==> config.mk <==
export PLATFORM = sky130hd
export DESIGN_NAME = rv_inst_decode_stage
export DESIGN_NICKNAME = d
export VERILOG_FILES = /design/src/rtl/rv_decode_pkg.sv /design/src/rtl/rv_skid_buffer.sv /design/src/rtl/rv_inst_decode_stage.sv
export SDC_FILE = /design/constraint.sdc
export NUM_CORES = 1
export LEC_CHECK = 0
export BUFFER_PORTS_ARGS = -buffer_cell sky130_fd_sc_hd__clkbuf_2
export CAP_MARGIN = 0
export CORE_ASPECT_RATIO = 0.6
export CORE_MARGIN = 2
export CORE_UTILIZATION = 40
export DETAILED_ROUTE_END_ITERATION = 8
export PLACE_DENSITY = 0.6
export RECOVER_POWER = 100
export SYNTH_ARGS = -nofsm -noshare
export SYNTH_HDL_FRONTEND = slang
export SYNTH_HIERARCHICAL = 1
export SYNTH_SLANG_ARGS = --single-unit
==> constraint.sdc <==
create_clock -name clk -period 1.75 [get_ports clk]
set_clock_uncertainty 0.05 [all_clocks]
set_input_delay 0.35 -clock clk [delete_from_list [all_inputs] [get_ports clk]]
set_output_delay 0.35 -clock clk [all_outputs]
set_load 0.02 [all_outputs]
==> src/rtl/rv_decode_pkg.sv <==
// Shared types for the RV32I/RV64I decode stage: opcode map, immediate formats,
// skid-buffer states and the opcode-to-format lookup.
package rv_decode_pkg;

    typedef enum logic [6:0] {
        LOAD      = 7'h03,
        MISC_MEM  = 7'h0F,
        OP_IMM    = 7'h13,
        AUIPC     = 7'h17,
        OP_IMM_32 = 7'h1B,
        STORE     = 7'h23,
        OP        = 7'h33,
        LUI       = 7'h37,
        OP_32     = 7'h3B,
        BRANCH    = 7'h63,
        JALR      = 7'h67,
        JAL       = 7'h6F,
        SYSTEM    = 7'h73
    } rv_opcode_e;

    typedef enum logic [2:0] {R, I, S, B, U, J} rv_format_e;

    typedef enum logic [1:0] {SKID_EMPTY, SKID_ONE, SKID_FULL} skid_state_e;

    // Unknown opcodes fall back to R so they carry a zero immediate.
    function automatic rv_format_e decode_format(input logic [6:0] opcode);
        rv_format_e fmt;
        fmt = R;
        case (opcode)
            OP_IMM, LOAD, JALR, SYSTEM, OP_IMM_32: fmt = I;
            STORE:                                 fmt = S;
            BRANCH:                                fmt = B;
            LUI, AUIPC:                            fmt = U;
            JAL:                                   fmt = J;
            default:                               fmt = R;
        endcase
        return fmt;
    endfunction

endpackage

==> src/rtl/rv_skid_buffer.sv <==
// Valid/ready output buffer of one or two entries; head entry drives the output.
// state      | meaning
// SKID_EMPTY | no entry held, out_valid low
// SKID_ONE   | head holds the oldest entry
// SKID_FULL  | head and tail both hold entries, in_ready low
module rv_skid_buffer
    import rv_decode_pkg::*;
#(
    parameter int WIDTH = 8,
    parameter int DEPTH = 2
) (
    input  logic             clk,
    input  logic             rst_n,
    input  logic             flush,
    input  logic             in_valid,
    output logic             in_ready,
    input  logic [WIDTH-1:0] in_data,
    output logic             out_valid,
    input  logic             out_ready,
    output logic [WIDTH-1:0] out_data
);

    skid_state_e      state_q;
    skid_state_e      state_d;
    logic [WIDTH-1:0] head_q;
    logic [WIDTH-1:0] tail_q;
    logic             ready_q;
    logic             acc;
    logic             pop;
    logic             load_head;
    logic             load_tail;
    logic             shift;

    assign out_valid = (state_q != SKID_EMPTY);
    assign out_data  = head_q;
    // ready_q stays low in reset so in_ready rises on the first edge after release.
    assign in_ready  = (DEPTH == 1) ? (ready_q && (!out_valid || out_ready)) : ready_q;

    always_comb begin
        state_d   = state_q;
        load_head = 1'b0;
        load_tail = 1'b0;
        shift     = 1'b0;
        acc       = in_valid && in_ready;
        pop       = out_valid && out_ready;
        if (flush) begin
            state_d = SKID_EMPTY;
        end else begin
            case (state_q)
                SKID_EMPTY: begin
                    if (acc) begin
                        state_d   = SKID_ONE;
                        load_head = 1'b1;
                    end
                end
                SKID_ONE: begin
                    if (acc && pop) begin
                        load_head = 1'b1;
                    end else if (acc) begin
                        state_d   = SKID_FULL;
                        load_tail = 1'b1;
                    end else if (pop) begin
                        state_d = SKID_EMPTY;
                    end
                end
                SKID_FULL: begin
                    if (pop) begin
                        state_d = SKID_ONE;
                        shift   = 1'b1;
                    end
                end
                default: state_d = SKID_EMPTY;
            endcase
        end
    end

    always_ff @(posedge clk or negedge rst_n) begin
        if (!rst_n) begin
            state_q <= SKID_EMPTY;
            ready_q <= 1'b0;
            head_q  <= '0;
            tail_q  <= '0;
        end else begin
            state_q <= state_d;
            ready_q <= (state_d != SKID_FULL);
            if (load_head) begin
                head_q <= in_data;
            end else if (shift) begin
                head_q <= tail_q;
            end
            if (load_tail) begin
                tail_q <= in_data;
            end
        end
    end

endmodule

==> src/rtl/rv_inst_decode_stage.sv <==
// Registered RV32I/RV64I decode stage: builds the immediate and illegal-encoding flag
// ahead of the skid buffer; field outputs are slices of the registered instruction.
module rv_inst_decode_stage
    import rv_decode_pkg::*;
#(
    parameter int XLEN       = 32,
    parameter int PC_WIDTH   = 32,
    parameter int SKID_DEPTH = 2
) (
    input  logic                clk,
    input  logic                rst_n,
    input  logic                flush,
    input  logic                in_valid,
    output logic                in_ready,
    input  logic [31:0]         in_inst,
    input  logic [PC_WIDTH-1:0] in_pc,
    output logic                out_valid,
    input  logic                out_ready,
    output logic [PC_WIDTH-1:0] out_pc,
    output logic [31:0]         out_inst,
    output logic [6:0]          out_opcode,
    output logic [4:0]          out_rd,
    output logic [4:0]          out_rs1,
    output logic [4:0]          out_rs2,
    output logic [2:0]          out_funct3,
    output logic [6:0]          out_funct7,
    output logic [11:0]         out_funct12,
    output logic [XLEN-1:0]     out_imm,
    output logic                out_decode_err
);

    localparam bit RV64  = (XLEN == 64);
    localparam int PAY_W = PC_WIDTH + 32 + XLEN + 1;

    rv_format_e       fmt;
    logic [31:0]      imm32;
    logic [XLEN-1:0]  imm;
    logic             err;
    logic [6:0]       funct7;
    logic [2:0]       funct3;
    logic [PAY_W-1:0] pay_in;
    logic [PAY_W-1:0] pay_out;

    assign funct7 = in_inst[31:25];
    assign funct3 = in_inst[14:12];

    // Build a 32-bit sign-extended value first, then widen from bit 31 to XLEN.
    always_comb begin
        fmt   = decode_format(in_inst[6:0]);
        imm32 = '0;
        case (fmt)
            I:       imm32 = {{20{in_inst[31]}}, in_inst[31:20]};
            S:       imm32 = {{20{in_inst[31]}}, in_inst[31:25], in_inst[11:7]};
            B:       imm32 = {{19{in_inst[31]}}, in_inst[31], in_inst[7], in_inst[30:25],
                              in_inst[11:8], 1'b0};
            U:       imm32 = {in_inst[31:12], 12'b0};
            J:       imm32 = {{11{in_inst[31]}}, in_inst[31], in_inst[19:12], in_inst[20],
                              in_inst[30:21], 1'b0};
            default: imm32 = '0;
        endcase
        imm = {{(XLEN-31){imm32[31]}}, imm32[30:0]};
    end

    always_comb begin
        err = (in_inst[1:0] != 2'b11);
        case (in_inst[6:0])
            OP: begin
                if (funct7 == 7'h20) begin
                    if (funct3 != 3'd0 && funct3 != 3'd5) err = 1'b1;
                end else if (funct7 != 7'h00) begin
                    err = 1'b1;
                end
            end
            OP_IMM: begin
                if (funct3 == 3'd1 || funct3 == 3'd5) begin
                    if (RV64) begin
                        if (in_inst[31:26] != 6'h00 && in_inst[31:26] != 6'h10) err = 1'b1;
                    end else begin
                        if (funct7 != 7'h00 && funct7 != 7'h20) err = 1'b1;
                    end
                end
            end
            OP_32, OP_IMM_32: begin
                if (!RV64) err = 1'b1;
            end
            LOAD, STORE, BRANCH, JAL, JALR, LUI, AUIPC, MISC_MEM, SYSTEM: ;
            default: err = 1'b1;
        endcase
    end

    assign pay_in = {in_pc, in_inst, imm, err};

    rv_skid_buffer #(
        .WIDTH (PAY_W),
        .DEPTH (SKID_DEPTH)
    ) u_skid (
        .clk       (clk),
        .rst_n     (rst_n),
        .flush     (flush),
        .in_valid  (in_valid),
        .in_ready  (in_ready),
        .in_data   (pay_in),
        .out_valid (out_valid),
        .out_ready (out_ready),
        .out_data  (pay_out)
    );

    assign {out_pc, out_inst, out_imm, out_decode_err} = pay_out;

    assign out_opcode  = out_inst[6:0];
    assign out_rd      = out_inst[11:7];
    assign out_rs1     = out_inst[19:15];
    assign out_rs2     = out_inst[24:20];
    assign out_funct3  = out_inst[14:12];
    assign out_funct7  = out_inst[31:25];
    assign out_funct12 = out_inst[31:20];

endmodule

==> metrics.cfg <==
[setup_path]
cp_top_family=flip-flops
path_class=reg -> out
r2r_slack_ns=0.10
cp.required_ns=1.35
critPathArrivalTime_ns=1.31
cp_cell_sequence=or2_1 -> buf_8
start_kind=register
crit_path_end_kind=primary output
cp_max_fo=6
path_buf_inv=1
cp_slowest_stage_delay_ns=0.45
cp_slowest_cell=dfrtp_2

[timing]
setup_violations=0
finalMaxSlewViolations=0
slew_headroom_pct=42.5
worstMarginPinSlew_ns=0.860
fin_crit_ns=1.71
finalSetupTns_ns=0
worst_hold_slack_ns=0.0868
max_freq_mhz=586
min_period_over_period_pct=97.6
hold_viol_final=0
rsz0062_at_grt=false

[clock_network]
clk_path_buf_depth=2
numClockSinks=197
clk_latency_ns=0.43
root_buffer=clkbuf_16
cts_tree=done
clkTransAtPathRegs_ns=0.07
cts_made_buffers=17
htreeDepth=4

[synthesis]
synth_area_sq_mm=0.00877
syn_nets=850
synth.top_cell.area_share_pct=56.2
ys_async_sr_fraction_pct=100
ys_types=49
yosysWarnings=6
synth.top_cells.by_area=dfrtp_1, mux2_2, nand2_1
seq_area_frac_synth_pct=56.2
synth_cells=781
yosysTopAreaCell=dfrtp_1
syn_area_per_cell_sq_um=11.2
ys_ff_latch=197
synth-edff-count=0
ys.flop_type=dfrtp_1

[power_and_ir_drop]
vdd_drop_max_mv=0.728
p_int_uw=8390
p_leak_uw=0.00525
total_power_uw=12100
p_clk_share_pct=32.0
seqPwrFrac_pct=47.9
p_sw_uw=3750
swShare_pct=30.9
p_per_area_mw_per_mm2=1140
combPwrFrac_pct=20.0

[global_routing]
grt_pass1_wl_mm=36.6
grt_pass1_vias=6276
grt_start_max_net_pins=46
overflow=0
grt_antenna_before_repair=0
gr-usage-all-layers_pct=20.4

[final_layout]
antenna_cells=0
fin_cells=1275
fin_area_sq_mm=0.0107
drive_gt1_share_pct=24.7
nFillCells=2036
final_nets=1053
area_growth_pct=21.8

[place]
dpl_cell_area_sq_mm=0.0103
place_congestion=0.894
place_inst=1238
dp_hpwl_mm=16.1
port_buffers=211

[floorplanning]
start_util_pct=41.3
ioPinCount=212
die_area_sq_mm=0.0232
die_w_microns=195
rows=41
die_h_microns=119
core_sq_mm=0.0212

[route]
drt_first_pass_iters=5
wl_per_cell_microns=18.3
drt-total-wl_mm=23.3
post-route-drc-count=0
ant_nets=0
avgViaCountPerCell=5.22
num_vias=6651
drt_iter0_markers=360

[flow_run]
maxCapViolCount=0

[status]
status=completed

[worst_hold_path]
min_path_type=in -> reg

## path summary, 6_finish.rpt
kind                                         start                   to  cells past startpoint
worst max register to register   u_skid/state_q[0]  u_skid/out_data[67]                      4
worst min-delay path                      in_pc[5]  u_skid/out_data[70]                      3
max in group asynchronous                    rst_n    u_skid/tail_q[44]                      3
min in group asynchronous                    rst_n    u_skid/tail_q[91]                      2
worst min register to register  u_skid/out_data[6]   u_skid/out_data[6]                      2
worst max-delay path             u_skid/state_q[0]            out_valid                      2
## synth_stat cells, types with 2 or more instances
library cell and n:
a21o_1 12, a21oi_1 5, a22o_1 4, a22oi_1 95, a32oi_1 2, and2_0 2, and2_1 6, buf_1 3
buf_2 28, buf_4 48, clkbuf_1 15, dfrtp_1 197, mux2_1 19, mux2_2 78, mux2i_1 5, nand2_1 200
nand2b_1 4, nand3_1 2, nor2_1 7, nor2b_1 2, nor3_1 3, o21a_1 4, o21ai_0 3, o22ai_1 3
o2bb2ai_1 8, or3_1 2, xor2_1 2
## worst register-to-register path: stages (launching register included)
cell and delay, ns:
dfrtp_2 0.45, nor4bb_4 0.43, buf_4 0.30, mux2i_1 0.21
o21ai_0 0.08
## through the flow
step	setup WS [ns]	util [%]
floorplan	-0.0494	-
global placement	-0.281	48.5
detailed placement	-0.267	48.5
CTS	0.00374	51.4
global route	0.00612	50.3
finish	0.0427	50.3
## layout make-up
| type | instances | area (sq um) | area share (%) |
|---|---|---|---|
| well taps | 279 | 349 | 3.27 |
| inverters | 1 | 3.75 | 0.0351 |
| multi-input cells | 487 | 3290 | 30.8 |
| clock buffers | 19 | 443 | 4.15 |
| clock inverters | 12 | 128 | 1.19 |
| flip-flops and latches | 197 | 4930 | 46.2 |
| repair buffers | 280 | 1540 | 14.4 |
## cells in the final DEF (no fill, tap or decap), types with 7 or more instances in the layout
cell	instances
and2_1	7
o2bb2ai_1	8
clkbuf_2	69
a21o_1	12
clkbuf_16	17
nand2_1	200
a22oi_1	95
mux2_1	19
clkbuf_1	150
mux2_2	78
buf_12	10
dfrtp_1	196
buf_4	44
nor2_1	7
## routing by layer
| layer | wire [microns] | vias to the layer above | track usage [%] |
|---|---|---|---|
| met5 | 0 | - | 0 |
| met3 | 1300 | 11 | 5.31 |
| met2 | 9750 | 203 | 27.8 |
| met1 | 12100 | 3342 | 32.1 |
| li1 | - | 3095 | - |
| met4 | 168 | 0 | 4.25 |
## registers in the layout, indices dropped and copies added (netlist names)
name	flops
u_skid/in_ready	1
u_skid/out_data	97
u_skid/state_q	2
u_skid/tail_q	97
## power groups by stage
stage / Combinational [uW] / Clock [uW] / Sequential (uW)
finish: 2430 / 3890 / 5820
global placement: 2550 / 0 / 5870
CTS: 2600 / 4000 / 5820
global route: 2640 / 4200 / 5920
detailed placement: 2580 / 0 / 5900
floorplan: 1410 / 0 / 6190
## repair_timing
item / CTS / global route
gates resized for setup: 5 / 4
pin swaps: 1 / 3
endpoints found under the setup margin: 1 / 98
hold endpoints to repair: 33 / 0
buffers inserted: 2 / 4
hold buffers: 1 / 0
## kinds of logic after synthesis
group / count (synthesis) / synth area share, %
mux: 102 / 13.0
compound gates: 143 / 12.4
flops: 197 / 56.2
xor+xnor: 2 / 0.200
buf+inv: 97 / 6.70
simple gates: 240 / 11.5
No activity file was read; power rests on OpenSTA's default activity.
